**config.mk**
```make
export PLATFORM = sky130hd
export DESIGN_NAME = icache_refill_ctrl
export DESIGN_NICKNAME = d
export VERILOG_FILES = /design/src/rtl/icache_refill_ctrl.sv
export SDC_FILE = /design/constraint.sdc
export NUM_CORES = 1
export LEC_CHECK = 0
export ABC_AREA = 1
export BUFFER_PORTS_ARGS = -buffer_cell sky130_fd_sc_hd__buf_2
export CORE_MARGIN = 3
export CORE_UTILIZATION = 43
export DETAILED_ROUTE_END_ITERATION = 6
export PLACE_DENSITY = 0.77
export SYNTH_ARGS = -nofsm -noshare
export SYNTH_HDL_FRONTEND = slang
export SYNTH_SLANG_ARGS = --single-unit
```
**constraint.sdc**
```tcl
create_clock -name clk -period 3.3 [get_ports clk]
set_input_delay 0.165 -clock clk [delete_from_list [all_inputs] [get_ports clk]]
set_output_delay 0.165 -clock clk [all_outputs]
set_load 0.01 [all_outputs]
```
**src/rtl/icache_refill_ctrl.sv**
```systemverilog
// Instruction-cache miss refill and invalidate-all sequencer.
// A missing line is fetched as single-beat reads, then written once as {valid, tag, data}.
module icache_refill_ctrl #(
    parameter int NFU                     = 2,
    parameter int NCACHE_ENTRIES          = 256,
    parameter int PHYSICAL_ADDRESS_LENGTH = 56,
    parameter int MEM_DATA_WIDTH          = 32,
    localparam int CACHEINDEX     = $clog2(NCACHE_ENTRIES),
    localparam int CACHELINEINDEX = $clog2(NFU * 4),
    localparam int TAGSIZE        = PHYSICAL_ADDRESS_LENGTH - CACHEINDEX - CACHELINEINDEX,
    localparam int DATAW          = NFU * 32,
    localparam int LINEW          = DATAW + 1 + TAGSIZE
) (
    input  logic                               clk,
    input  logic                               rst_n,
    input  logic                               missValid,
    input  logic [PHYSICAL_ADDRESS_LENGTH-1:0] missAddress,
    output logic                               missReady,
    input  logic                               flushReq,
    output logic                               flushDone,
    output logic                               memReqValid,
    input  logic                               memReqReady,
    output logic [PHYSICAL_ADDRESS_LENGTH-1:0] memReqAddress,
    input  logic                               memRespValid,
    input  logic [MEM_DATA_WIDTH-1:0]          memRespData,
    input  logic                               memRespError,
    output logic                               cacheWrEn,
    output logic [CACHEINDEX-1:0]              cacheWrIndex,
    output logic [LINEW-1:0]                   cacheWrLine,
    output logic                               refillDone,
    output logic                               refillError
);

    localparam int PAL        = PHYSICAL_ADDRESS_LENGTH;
    localparam int BEATS      = DATAW / MEM_DATA_WIDTH;
    localparam int BEAT_W     = (BEATS > 1) ? $clog2(BEATS) : 1;
    localparam int BEAT_BYTES = MEM_DATA_WIDTH / 8;
    localparam logic [PAL-1:0]        LINE_MASK  = ~PAL'(NFU * 4 - 1);
    localparam logic [BEAT_W-1:0]     LAST_BEAT  = BEAT_W'(BEATS - 1);
    localparam logic [CACHEINDEX-1:0] LAST_ENTRY = CACHEINDEX'(NCACHE_ENTRIES - 1);

    typedef enum logic [2:0] {
        IDLE,
        REQ,
        RESP,
        WRITE,
        FLUSH
    } state_t;

    state_t                  state, state_nxt;
    logic [BEAT_W-1:0]       beat, beat_nxt;
    logic [CACHEINDEX-1:0]   flush_idx, flush_idx_nxt;
    logic                    flush_pend, flush_pend_nxt;
    logic                    err_q, err_nxt;
    logic                    load_miss, store_beat;
    logic [PAL-1:0]          line_base;
    logic [DATAW-1:0]        line_data;
    logic [TAGSIZE-1:0]      line_tag;
    logic [CACHEINDEX-1:0]   line_index;

    // Tag and index are fields of the latched line base; its low bits are always zero.
    assign line_tag   = line_base[PAL-1 -: TAGSIZE];
    assign line_index = line_base[CACHELINEINDEX +: CACHEINDEX];

    always_ff @(posedge clk or negedge rst_n) begin
        if (!rst_n) begin
            state      <= IDLE;
            beat       <= '0;
            flush_idx  <= '0;
            flush_pend <= 1'b0;
            err_q      <= 1'b0;
        end else begin
            state      <= state_nxt;
            beat       <= beat_nxt;
            flush_idx  <= flush_idx_nxt;
            flush_pend <= flush_pend_nxt;
            err_q      <= err_nxt;
        end
    end

    always_ff @(posedge clk) begin
        if (load_miss) begin
            line_base <= missAddress & LINE_MASK;
        end
        if (store_beat) begin
            line_data[int'(beat) * MEM_DATA_WIDTH +: MEM_DATA_WIDTH] <= memRespData;
        end
    end

    always_comb begin
        state_nxt      = state;
        beat_nxt       = beat;
        flush_idx_nxt  = flush_idx;
        flush_pend_nxt = flush_pend;
        err_nxt        = 1'b0;
        load_miss      = 1'b0;
        store_beat     = 1'b0;
        missReady      = 1'b0;
        memReqValid    = 1'b0;
        memReqAddress  = '0;
        cacheWrEn      = 1'b0;
        cacheWrIndex   = '0;
        cacheWrLine    = '0;
        flushDone      = 1'b0;

        // A flush requested mid-refill waits until the refill has finished.
        if (flushReq && state != IDLE && state != FLUSH) begin
            flush_pend_nxt = 1'b1;
        end

        case (state)
            IDLE: begin
                missReady = rst_n && !(flushReq || flush_pend);
                if (flushReq || flush_pend) begin
                    state_nxt      = FLUSH;
                    flush_idx_nxt  = '0;
                    flush_pend_nxt = 1'b0;
                end else if (missValid) begin
                    load_miss = 1'b1;
                    beat_nxt  = '0;
                    state_nxt = REQ;
                end
            end
            REQ: begin
                memReqValid   = 1'b1;
                memReqAddress = line_base + (PAL'(beat) * PAL'(BEAT_BYTES));
                if (memReqReady) begin
                    state_nxt = RESP;
                end
            end
            RESP: begin
                if (memRespValid) begin
                    if (memRespError) begin
                        err_nxt   = 1'b1;
                        state_nxt = IDLE;
                    end else begin
                        store_beat = 1'b1;
                        if (beat == LAST_BEAT) begin
                            state_nxt = WRITE;
                        end else begin
                            beat_nxt  = beat + BEAT_W'(1);
                            state_nxt = REQ;
                        end
                    end
                end
            end
            WRITE: begin
                cacheWrEn    = 1'b1;
                cacheWrIndex = line_index;
                cacheWrLine  = {1'b1, line_tag, line_data};
                if (flush_pend || flushReq) begin
                    state_nxt      = FLUSH;
                    flush_idx_nxt  = '0;
                    flush_pend_nxt = 1'b0;
                end else begin
                    state_nxt = IDLE;
                end
            end
            FLUSH: begin
                cacheWrEn    = 1'b1;
                cacheWrIndex = flush_idx;
                if (flush_idx == LAST_ENTRY) begin
                    flushDone     = 1'b1;
                    flush_idx_nxt = '0;
                    state_nxt     = IDLE;
                end else begin
                    flush_idx_nxt = flush_idx + CACHEINDEX'(1);
                end
            end
            default: begin
                state_nxt = IDLE;
            end
        endcase
    end

    // An aborted refill reports from IDLE in the cycle after the failing beat.
    assign refillDone  = (state == WRITE) || err_q;
    assign refillError = err_q;

endmodule

```
=== Word-level counts from Yosys, hierarchy flattened ===
Cells that the tools add are included.

* Output and inout bits: 180
* Register bits after elaboration: 131

* Reductions and logical operators: 15
* Equality and inequality tests: 14
* $add $sub $neg: 4
* Shift-type cells: 2
* Muxes and demuxes: 39

{| class="wikitable"
|+ Operators by type and width
! kind !! count
|-
| 110-bit 2-to-1 mux || 1
|-
| 64-bit bitwise mux || 1
|-
| 32-bit by 33-bit variable shift with 64-bit output (first input constant) || 1
|-
| 32-bit by 33-bit indexed part select with 64-bit output || 1
|-
| 56-bit by 3-bit adder with 56-bit output || 1
|-
| 56-bit 2-to-1 mux || 1
|-
| 6-bit negator with 33-bit output || 1
|-
| 8-bit one-hot mux with 2 select lines || 2
|-
| 1-bit 2-to-1 mux || 22
|-
| 3-bit 2-to-1 mux || 6
|-
| 8-bit 2-to-1 mux || 2
|-
| 3-bit one-hot mux with 5 select lines || 1
|-
| 2-bit inequality test (second input constant) || 6
|-
| 8-bit by 1-bit adder with 8-bit output (second input constant) || 1
|-
| 8-bit == test (second input constant) || 1
|-
| 3-bit by 2-bit == test with 1-bit output (second input constant) || 2
|-
| 3-bit inequality test (second input constant) || 2
|-
| 5-bit AND reduction || 1
|-
| 2-bit 2-to-1 mux || 2
|-
| 4-bit AND reduction || 1
|-
| 2-bit nonzero test || 2
|-
| 2-bit OR reduction || 2
|-
| 3-bit by 1-bit == test with 1-bit output (second input constant) || 1
|-
| 3-bit == test (second input constant) || 1
|-
| other kinds (9) || 12
|}

=== Logic depth before layout (Yosys ltp) ===
* Word-level depth: 6
* Gate-level depth with buffers: 8
* Depth with buffers taken out: 8

=== Worst setup path after synthesis ===
No wires, ideal clock.

* Kind: register to register
* Start: reg state[0]
* End: reg line_base[10], enable pin
* Arrival: 2981 ps
* Path slack: -144 ps
* Buffers on the path: 0
* Setup time: 464 ps
* Stages on the path, launching flop included: 6
* Data required time: 2836 ps
* Cell sequence: dfrtp_1 > nor2_2 > nand2_1 > inv_1 > nand2_1 > nor2_1

* Cells in the longest elaborated chain, start to end: 2

{| class="wikitable"
|+ RTL lines
! item !! line !! text
|-
| start, declared || 50 || <nowiki>state_t state, state_nxt;</nowiki>
|-
| start signal, assigned || 73 || <nowiki>state <= state_nxt;</nowiki>
|-
| 3-bit zero test || 111 || <nowiki>case (state)</nowiki>
|-
| 1-bit 2-to-1 mux || 111 ||
|-
| net load_miss || 55 || <nowiki>logic load_miss, store_beat;</nowiki>
|-
| end signal, assigned || 83 || <nowiki>line_base <= missAddress & LINE_MASK;</nowiki>
|-
| end, declared || 56 || <nowiki>logic [PAL-1:0] line_base;</nowiki>
|}

The timed path passes the listed nets, and every way through them passes these cells.
A chain may end at the register's enable or synchronous reset.

=== Worst setup path in the final report ===
* Start: reg state[2]
* End: out cacheWrIndex[4]

* Cells in the longest elaborated chain, start to end: 2
* Elaborated cells on any way between the ends: 3
* Classes of those cells: 2 x eq/ne; 1 x mux

{| class="wikitable"
|+ RTL lines
! item !! line !! text
|-
| 3-bit == test or 3-bit by 2-bit == test with 1-bit output (tied branches) || 111 ||
|-
| 8-bit one-hot mux with 2 select lines * || 111 ||
|-
| end, declared || 28 || <nowiki>output logic [CACHEINDEX-1:0] cacheWrIndex,</nowiki>
|}

Mark *: on every way between the ends. The rest lies on a longest branch, timed or not.

==> impl_results.md <==
* Status: finished, final reports clean
* CP required at 3.13 ns
* Overall via count from detail_route at 5315
* Critical path arrival at 2.45 ns
* Die Wd at 125 um
* Maximum buffer depth of the clock tree at 2
* Initial Util at 0.451
* Worst-path maximum fanout at 66
* Post-Synthesis Cells at 681
* Tightest Pin Transition at 1.06 ns
* Power per standard cell area at 592 nW/um2
* GPL Wtd Cong at 0.806
* DRT iter0 DRCs at 247
* CTS buffer count at 17
* Final hold vios at 0
* Via density at 4.46
* Sequential cell area at 3860 um2
* CP endpoint kind: primary output
* Seq cells post-synth at 131
* Max-cap violations at 0
* CTS tree: yes
* Startpoint types: flip-flop
* PostCTS Resize Cnt at 0
* Drt first pass iters at 5
* Initial antenna violation count at 0
* Global router's overall resource usage at 0.207
* LEAKAGE at 5.02 nW
* Buffers on Ports at 269
* Chip Height at 125 um
* Met2 GRT Util at 0.364
* Final Max Tran Viols at 0
* DRT antenna net count at 0
* RSZ-0062 raised after global routing: no
* # diodes at 0
* Final WL at 16200 um
* Num rows at 42
* Met3 global-route usage at 0.0576
* Most Crowded Layer GR: met2
* Final Cycle Share at 0.794
* Top Ports at 275
* Slew HR at 0.290
* Crit path kind: reg2out
* Cell variety after synth at 26
* Yosys synthesis warning count at 0
* Fin Setup TNS at 0 ns
* Pin count of the biggest net entering global routing at 68
* Post-Syn Area at 6110 um2
* First-pass GRT wire length at 25800 um
* Vias in the first global route at 5270
* DIE AREA at 15700 um2
* DP HPWL at 10500 um
* Worst vdd ir at 0.472 mV
* WHS at 0.0265 ns
* Final setup fails at 0
* Multi-input logic area at 1340 um2
* Mean Syn Cell Area at 8.97 um2
* Nets at 1100
* DR WL/cell at 13.6 um
* Clk pin slew, worst setup/hold paths at 0.05 ns
* Area Growth Syn to Fin at 44.7%
* Clock Latency Late Sink at 0.41 ns
* Register area share after synthesis at 0.632
* Root Buffer: clkbuf_16
* Share of layout cells above drive strength 1 at 0.317
* FMAX at 382 MHz
* Remaining DRCs at 0
* Clock tree sinks at 131
* M1 GR Usage at 0.238
* Clock Skew at 0.00755 ns
* Worst hold path class: in2reg
* H-tree depth at 4
* FILL cells at 1047
* Grt ovf at 0
* Minimum clock period at 2.62 ns
* Core area at 13600 um2
==> power breakdown <==
group	switching (mW)	internal [mW]	leakage (nW)
logic	0.658	0.335	3.41
clock network	0.686	1.49	0.332
registers	0.0667	2.00	1.28
==> state kept, by name, indices dropped and copies added (netlist names) <==
| register | flops |
|---|---|
| line_data | 64 |
| line_base | 53 |
| flush_idx | 8 |
| state | 3 |
| beat | 1 |
| flush_pend | 1 |
| refillError | 1 |
==> per-stage QoR <==
stage          setup WS [ns]  power, mW  std cells  utilization  cell area, um2
6_report               0.681       5.24       1193        0.652            8840
2_1_floorplan          0.707       2.73        682            -            6120
5_1_grt                0.488       5.49       1193        0.652            8840
3_5_place_dp            1.05       3.04       1105        0.560            7600
4_1_cts                0.589       5.27       1193        0.652            8840
3_3_place_gp            1.11       3.01       1105        0.560            7600
==> cells in the final DEF, fill, tap and decap left out, types with 2 or more instances in the layout <==
cell type / Yosys / routed
nand3_1: 15 / 14
bufinv_16: 0 / 7
o22ai_1: 6 / 6
conb_1: 1 / 2
clkbuf_16: 0 / 17
inv_1: 200 / 200
clkinv_2: 0 / 2
buf_2: 17 / 269
nor2_2: 2 / 2
buf_4: 3 / 8
clkinv_4: 0 / 3
clkinv_1: 0 / 2
nand2_2: 1 / 2
xor2_1: 2 / 2
inv_2: 3 / 3
nor2_4: 1 / 4
nand2_1: 61 / 60
dlygate4sd3_1: 0 / 56
nor2_1: 208 / 205
o21ai_0: 11 / 11
nand4_1: 2 / 2
dfrtp_1: 14 / 13
edfxtp_1: 117 / 117
==> cells in the mapped netlist (all sizes together) <==
library cell    n  area, um2
buf            25        164
inv           203        762
xor2            2       17.5
dfrtp          14        350
conb            1       3.75
nand4           2       12.5
o21ai          12       60.1
ha              1       12.5
edfxtp        117       3510
clkbuf          5       18.8
nand3          16       85.1
a21oi           1       5.00
nor2          211        805
xnor2           1       8.76
or2             1       6.26
nand2          62        235
o22ai           7       50.1
==> what timing repair did <==
item | in CTS | in global routing
buffers inserted | 0 | 0
endpoints found under the hold margin | 68 | 0
hold buffers | 56 | 0
==> cell families (layout without fill, tap and decap cells) <==
group,after synthesis,after routing,share of synthesized area
other,1,2,0.000614
and+or+nand+nor,292,292,0.187
DFF,131,131,0.632
xor gates and xnor gates,3,3,0.00430
buffers and inverters,233,568,0.155
adders and majority gates,1,1,0.00205
AOI/OAI and AO/OA,20,20,0.0188
==> metal layers <==
layer	share of wire	vias to the layer above
met2	0.51	258
li1	-	2642
met4	0.025	0
met5	0	-
met3	0.084	30
met1	0.39	2385
==> path summary, 6_finish.rpt <==
check                               start               to  slack, ns  cells past startpoint
setup / recovery                 state[2]  cacheWrIndex[4]       0.68                      5
hold / removal             memRespData[7]    line_data[39]       0.03                      3
setup reg to reg                 state[0]    line_base[14]       1.09                      6
hold reg to reg                flush_pend       flush_pend       0.55                      2
max in group asynchronous           rst_n             beat       2.81                      2
min in group asynchronous           rst_n             beat       0.22                      2
==> cell type report <==
type | instances | area share
Timing Repair Buffer | 333 | 0.222
Inverter | 203 | 0.0862
Clock inverter | 15 | 0.0296
Multi-Input combinational cell | 318 | 0.152
Clock buffer | 17 | 0.0481
Tap cell | 176 | 0.0249
Sequential cell | 131 | 0.437
==> worst max-delay path: stages, from the launching register on <==
cell and delay [ns]:
dfrtp_1 0.39, inv_1 0.18, nand3_4 0.59, buf_4 0.46, o21ai_0 0.23, buf_2 0.18
Power figures use the tool's default switching activity.
